$ cat src/rtl/shift_load_seq_pkg.sv
// Shared types and helpers for the shift/load sequencer.
// Opcodes, FSM state encoding and the shift-count clamp.
package shift_load_pkg;

  typedef enum logic [2:0] {
    OP_NOP   = 3'd0,
    OP_CLEAR = 3'd1,
    OP_LOAD  = 3'd2,
    OP_SHL   = 3'd3,
    OP_SHR   = 3'd4,
    OP_ROL   = 3'd5,
    OP_ROR   = 3'd6,
    OP_RSVD  = 3'd7
  } op_e;

  typedef enum logic {
    ST_IDLE  = 1'b0,
    ST_SHIFT = 1'b1
  } state_e;

  // A register can never usefully shift more than its own width.
  function automatic int unsigned eff_amt(input int unsigned amt, input int unsigned width);
    return (amt > width) ? width : amt;
  endfunction

  function automatic logic is_shift_op(input op_e op);
    return (op == OP_SHL) || (op == OP_SHR) || (op == OP_ROL) || (op == OP_ROR);
  endfunction

endpackage

$ cat src/rtl/shift_load_seq_if.sv
// Command and result bundle between a command source and shift_load_seq.
// The master issues commands; the slave (the sequencer) returns the register view.
interface shift_load_seq_if #(
  parameter int WIDTH = 16,
  parameter int AMT_W = $clog2(WIDTH + 1)
);

  logic             cmd_valid;
  logic             cmd_ready;
  logic [2:0]       cmd_op;
  logic [AMT_W-1:0] cmd_amt;
  logic [WIDTH-1:0] load_data;
  logic             ser_in;
  logic [WIDTH-1:0] q;
  logic             ser_out;
  logic             busy;
  logic             done;

  modport master (
    output cmd_valid, cmd_op, cmd_amt, load_data, ser_in,
    input  cmd_ready, q, ser_out, busy, done
  );

  modport slave (
    input  cmd_valid, cmd_op, cmd_amt, load_data, ser_in,
    output cmd_ready, q, ser_out, busy, done
  );

endinterface

$ cat src/rtl/shift_load_seq_step.sv
// Single-step combinational shift/rotate unit.
// Non-shift opcodes pass the word through and report a zero exit bit.
module shift_step
  import shift_load_pkg::*;
#(
  parameter int WIDTH = 16
) (
  input  logic [WIDTH-1:0] q,
  input  op_e              op,
  input  logic             ser_in,
  output logic [WIDTH-1:0] q_next,
  output logic             bit_out
);

  always_comb begin
    q_next  = q;
    bit_out = 1'b0;
    case (op)
      OP_SHL: begin
        q_next  = {q[WIDTH-2:0], ser_in};
        bit_out = q[WIDTH-1];
      end
      OP_SHR: begin
        q_next  = {ser_in, q[WIDTH-1:1]};
        bit_out = q[0];
      end
      OP_ROL: begin
        q_next  = {q[WIDTH-2:0], q[WIDTH-1]};
        bit_out = q[WIDTH-1];
      end
      OP_ROR: begin
        q_next  = {q[0], q[WIDTH-1:1]};
        bit_out = q[0];
      end
      default: ;
    endcase
  end

endmodule

$ cat src/rtl/shift_load_seq.sv
// Registered shift/load register; multi-bit shifts and rotates run one bit per cycle.
//   state    | meaning
//   ST_IDLE  | ready for a command; CLEAR/LOAD/NOP/zero-count shifts finish here
//   ST_SHIFT | stepping the latched op once per edge until the down-counter hits 1
module shift_load_seq
  import shift_load_pkg::*;
#(
  parameter int WIDTH = 16,
  parameter int AMT_W = $clog2(WIDTH + 1)
) (
  input  logic               clk,
  input  logic               rst,
  shift_load_seq_if.slave    bus
);

  state_e           state_q, state_d;
  op_e              op_q, op_d;
  logic [AMT_W-1:0] cnt_q, cnt_d;
  logic [WIDTH-1:0] q_q, q_d;
  logic             ser_out_q, ser_out_d;
  logic             done_q, done_d;

  op_e              cmd_op;
  logic [AMT_W-1:0] amt_eff;
  logic [WIDTH-1:0] step_q;
  logic             step_bit;

  assign cmd_op  = op_e'(bus.cmd_op);
  assign amt_eff = AMT_W'(eff_amt(32'(bus.cmd_amt), WIDTH));

  shift_step #(
    .WIDTH (WIDTH)
  ) u_step (
    .q       (q_q),
    .op      (op_q),
    .ser_in  (bus.ser_in),
    .q_next  (step_q),
    .bit_out (step_bit)
  );

  always_comb begin
    state_d   = state_q;
    op_d      = op_q;
    cnt_d     = cnt_q;
    q_d       = q_q;
    ser_out_d = ser_out_q;
    done_d    = 1'b0;
    case (state_q)
      ST_IDLE: begin
        if (bus.cmd_valid) begin
          case (cmd_op)
            OP_CLEAR: begin
              q_d    = '0;
              done_d = 1'b1;
            end
            OP_LOAD: begin
              q_d    = bus.load_data;
              done_d = 1'b1;
            end
            OP_SHL, OP_SHR, OP_ROL, OP_ROR: begin
              if (amt_eff == '0) begin
                done_d = 1'b1;
              end else begin
                state_d = ST_SHIFT;
                op_d    = cmd_op;
                cnt_d   = amt_eff;
              end
            end
            default: done_d = 1'b1;
          endcase
        end
      end
      ST_SHIFT: begin
        q_d       = step_q;
        ser_out_d = step_bit;
        cnt_d     = cnt_q - AMT_W'(1);
        if (cnt_q == AMT_W'(1)) begin
          state_d = ST_IDLE;
          done_d  = 1'b1;
        end
      end
      default: state_d = ST_IDLE;
    endcase
  end

  always_ff @(posedge clk) begin
    if (rst) begin
      state_q   <= ST_IDLE;
      op_q      <= OP_NOP;
      cnt_q     <= '0;
      q_q       <= '0;
      ser_out_q <= 1'b0;
      done_q    <= 1'b0;
    end else begin
      state_q   <= state_d;
      op_q      <= op_d;
      cnt_q     <= cnt_d;
      q_q       <= q_d;
      ser_out_q <= ser_out_d;
      done_q    <= done_d;
    end
  end

  assign bus.cmd_ready = (state_q == ST_IDLE);
  assign bus.busy      = (state_q == ST_SHIFT);
  assign bus.q         = q_q;
  assign bus.ser_out   = ser_out_q;
  assign bus.done      = done_q;

  // A SHIFT state always carries a live step op and a non-zero count.
  a_shift_cnt : assert property (@(posedge clk) disable iff (rst)
    (state_q == ST_SHIFT) |-> (cnt_q != '0 && is_shift_op(op_q)));
  a_done_ready : assert property (@(posedge clk) disable iff (rst)
    done_q |-> (state_q == ST_IDLE));

endmodule

$ cat src/flat_wrapper.sv
// flat-port wrapper written by rule: the top's interface ports become plain ports
module shift_load_seq_flat import shift_load_pkg::*;
#(
  parameter int WIDTH = 16,
  parameter int AMT_W = $clog2(WIDTH + 1)
)
  (clk, rst, bus_cmd_valid, bus_cmd_op, bus_cmd_amt, bus_load_data, bus_ser_in, bus_cmd_ready, bus_q, bus_ser_out, bus_busy, bus_done);
  shift_load_seq_if #(.WIDTH(WIDTH), .AMT_W(AMT_W)) bus_i ();
  input  logic clk;
  input  logic rst;
  input wire logic [$bits(bus_i.cmd_valid)-1:0] bus_cmd_valid;
  input wire logic [$bits(bus_i.cmd_op)-1:0] bus_cmd_op;
  input wire logic [$bits(bus_i.cmd_amt)-1:0] bus_cmd_amt;
  input wire logic [$bits(bus_i.load_data)-1:0] bus_load_data;
  input wire logic [$bits(bus_i.ser_in)-1:0] bus_ser_in;
  output wire logic [$bits(bus_i.cmd_ready)-1:0] bus_cmd_ready;
  output wire logic [$bits(bus_i.q)-1:0] bus_q;
  output wire logic [$bits(bus_i.ser_out)-1:0] bus_ser_out;
  output wire logic [$bits(bus_i.busy)-1:0] bus_busy;
  output wire logic [$bits(bus_i.done)-1:0] bus_done;
  assign bus_i.cmd_valid = bus_cmd_valid;
  assign bus_i.cmd_op = bus_cmd_op;
  assign bus_i.cmd_amt = bus_cmd_amt;
  assign bus_i.load_data = bus_load_data;
  assign bus_i.ser_in = bus_ser_in;
  assign bus_cmd_ready = bus_i.cmd_ready;
  assign bus_q = bus_i.q;
  assign bus_ser_out = bus_i.ser_out;
  assign bus_busy = bus_i.busy;
  assign bus_done = bus_i.done;
  shift_load_seq #(.WIDTH(WIDTH), .AMT_W(AMT_W)) u_core (.clk(clk), .rst(rst), .bus(bus_i));
endmodule
$ cat config.mk
export PLATFORM = sky130hd
export DESIGN_NAME = shift_load_seq_flat
export DESIGN_NICKNAME = d
export VERILOG_FILES = /design/src/rtl/shift_load_seq_pkg.sv /design/src/rtl/shift_load_seq_if.sv /design/src/rtl/shift_load_seq_step.sv /design/src/rtl/shift_load_seq.sv /design/src/flat_wrapper.sv
export SDC_FILE = /design/constraint.sdc
export NUM_CORES = 1
export LEC_CHECK = 0
export BUFFER_PORTS_ARGS = -buffer_cell sky130_fd_sc_hd__buf_2
export CAP_MARGIN = 20
export CELL_PAD_IN_SITES_DETAIL_PLACEMENT = 0
export CELL_PAD_IN_SITES_GLOBAL_PLACEMENT = 1
export CORE_UTILIZATION = 35
export DETAILED_ROUTE_END_ITERATION = 6
export GPL_TIMING_DRIVEN = 0
export PLACE_DENSITY_LB_ADDON = 0.15
export SLEW_MARGIN = 20
export SYNTH_ARGS = -nofsm -noshare
export SYNTH_HDL_FRONTEND = slang
export SYNTH_HIERARCHICAL = 1
export SYNTH_SLANG_ARGS = --single-unit
$ cat constraint.sdc
create_clock -name clk -period 4 [get_ports clk]
set_clock_uncertainty 0.1 [all_clocks]
set_input_delay 0.8 -clock clk [delete_from_list [all_inputs] [get_ports clk]]
set_output_delay 0.8 -clock clk [all_outputs]
set_load 0.05 [all_outputs]
==> impl_metrics.tcl <==
set metrics [dict create \
    area.sequential_sq_um 541 \
    final_area_sq_um 2430 \
    finalHoldViolCount 0 \
    clock-sinks 27 \
    drt_pass1_iterations 7 \
    fin_tns_setup_ns 0 \
    route.detailed.vias_per_inst 5.71 \
    antenna_left 0 \
    clkSlewWorstSetupHoldPaths_ns 0.10 \
    crit_path_top_delay_cell "dfxtp_1" \
    placedInstanceArea_sq_um 2380 \
    hpwl_um 4200 \
    vertical_extent_of_the_die_um 78.7 \
    finish.net_count 311 \
    max_freq_mhz 485 \
    syn_nets 259 \
    h-tree-depth 1 \
    post_synth.cell_area_avg_sq_um 8.99 \
    worst_pin_slew_ns 0.604 \
    die_w_um 78.7 \
    floorplan.die_area_sq_um 6190 \
    drv.max_cap_violation_count 0 \
    worstHoldPathType "reg -> reg" \
    synth.yosys.warnings 6 \
    grt_start_max_net_pins 15 \
    drt_iter0_drc 196 \
    cts.root.buffer_cell "clkbuf_8" \
    core_sq_um 5570 \
    setup.worst_path.start "u_core/bus.busy" \
    wl_per_cell_um 16.6 \
    power_density_nw_per_um2 273 \
    yosys.cell_types.count 49 \
    ys_seq_elements 27 \
    crit_required_ns 3.10 \
    grt_antenna_before_repair 0 \
    wirelength_um 5850 \
    globalRouteOverflowTotal 0 \
    most_common_flop_cell_mapped_by_yosys "dfxtp_1" \
    max_stage_delay_ns 0.35 \
    via_count 2009 \
    cts_setup_buffers 0 \
    boundaryPins 48 \
    multi_input_comb_area_sq_um 1370 \
    worst_ep_arrival_time_ns 1.16 \
    drcViolationCount 0 \
    final_layout_size_suffix_gt1_frac 0.289 \
    flow.area_growth_from_synthesis_pct 18.0 \
    maxSlewViolCount 0 \
    clk_path_buf_depth 2 \
    relSlewSlack 0.597 \
    postLayoutSetupSlackWorst_ns 1.94 \
    crit_path_cell_trace "buf_4 -> inv_1 -> buf_2" \
    outcome "finished, final reports clean" \
    place_ws_ns 1.68 \
    leakage_uw 0.000961 \
    antenna-diode-count 0 \
    timing.final.setup_violations 0 \
    synth_sequential_area_ratio 0.263 \
    vdd_ir_drop_max_uv 154 \
    tritoncts "built" \
    post_cts_sizing_count 0 \
    insertion_delay_ns 0.27 \
    critical_path.endpoint_type "output port" \
    post_layout_min_period_ns 2.06 \
    floorplan.rows 27 \
    worstSetupPathType "reg -> out" \
    period_share 0.515 \
    hp-start "u_core/cnt_q[3]" \
    filler_instances 590 \
    cts_made_buffers 3 \
    synth_edf_count 0 \
    synth_async_sr_flop_share 0 \
    number_of_global_route_vias_before_repair 1824 \
    startpoint_type "flop" \
    routability_congestion_estimate_from_global_placement 0.804 \
    initial_utilization 0.369 \
    worst_r2r_startpoint "u_core/op_q[0]" \
    syn-instance-count 229 \
    number_of_hold_repair_buffers_added_at_the_cts_stage 0 \
    global_route.usage.total 0.194 \
    grt_setup_unrepaired "no" \
    port_buffers 47 \
    post_synth_instance_area_sq_um 2060 \
    global_route_wire_length_before_repair_um 9550 \
    cp_max_fo 10 \
]
==> worst paths after layout <==
path                      endpoint  slack, ns  cells past startpoint
hold / removal     u_core/cnt_q[3]       0.39                      2
setup reg to reg  u_core/bus.q[13]       2.06                      5
setup / recovery     bus_cmd_ready       1.94                      3
hold reg to reg    u_core/cnt_q[3]       0.39                      2
==> where the power goes <==
part / internal, uW / leakage (uW) / switching [uW] / total (uW)
Clock: 71.5 / 0.0000228 / 94.1 / 166
Sequential: 282 / 0.000220 / 16.5 / 298
Combinational: 78.4 / 0.000719 / 121 / 199
Total: 432 / 0.000961 / 232 / 663
==> registers in the layout (all words and copies together), names as in the netlist <==
| name | cells |
|---|---|
| u_core/bus.busy | 1 |
| u_core/bus.done | 1 |
| u_core/op_q | 3 |
| u_core/bus.q | 16 |
| u_core/bus.ser_out | 1 |
| u_core/cnt_q | 5 |
==> critical path: cells and delay by family, from the launching register on <==
family / cells / cell delay (ns)
buffers and inverters: 3 / 0.54
DFF: 1 / 0.35
==> per-layer routing <==
layer	global-route usage	wire, um
met1	0.289	3050
met2	0.303	2570
met3	0.0221	201
met4	0.0278	24
met5	0	0
==> placed cells by master (no fill, tap or decap), types with 2 or more instances in the layout <==
cell type,Yosys,layout
buf_2,10,57
nand2b_1,10,10
buf_4,3,3
clkbuf_8,0,3
mux2i_1,21,21
nor2b_1,16,16
a21oi_1,19,19
a221oi_2,3,3
o21ai_1,2,2
dfxtp_1,27,27
xor2_1,4,4
nand2_1,5,5
a221o_1,14,14
nor3b_1,3,3
o2bb2ai_1,2,2
a222oi_1,16,16
ha_1,2,2
a211oi_1,14,14
clkbuf_1,4,5
inv_1,5,5
nor2_1,20,20
==> final cells by class <==
type	instances	area share
buffer	20	0.0505
inverter	6	0.00927
multi-input combinational	176	0.565
sequential	27	0.223
timing repair buffer	47	0.0969
tap	72	0.0371
clock buffer	4	0.0185
==> cell families (layout without fill, tap and decap cells) <==
group / Yosys count / in the layout / share of synthesized area
XOR/XNOR: 5 / 5 / 0.0213
AND/OR/NAND/NOR: 65 / 65 / 0.194
multiplexers: 24 / 24 / 0.122
AO/OA/AOI/OAI: 80 / 80 / 0.318
flip-flops: 27 / 27 / 0.263
adder cells (fa/ha/maj): 2 / 2 / 0.0122
buffers and inverters: 26 / 77 / 0.0705
==> synthesized netlist by cell type, types with 2 or more instances <==
master     count  area [sq um]
a222oi_1      16           160
nor3b_1        3          22.5
clkbuf_1       4          15.0
nand2b_1      10          62.6
inv_1          5          18.8
a221oi_2       3          45.0
ha_1           2          25.0
mux2i_1       21           210
buf_4          3          22.5
a211oi_1      14           105
nor2b_1       16           100
o2bb2ai_1      2          17.5
o21ai_1        2          10.0
nor2_1        20          75.1
xor2_1         4          35.0
dfxtp_1       27           541
buf_2         10          50.1
nand2_1        5          18.8
a21oi_1       19          95.1
a221o_1       14           140
==> through the flow <==
step / total power (uW) / util / instances / hold slack [ns]
2_1_floorplan: 446 / - / 229 / 0.361
3_3_place_gp: 503 / 0.428 / 348 / 0.375
3_5_place_dp: 504 / 0.428 / 348 / 0.376
4_1_cts: 672 / 0.436 / 352 / 0.393
5_1_grt: 703 / 0.436 / 352 / 0.422
6_report: 663 / 0.436 / 352 / 0.391
Note: power is estimated with default switching activity, not from simulation.
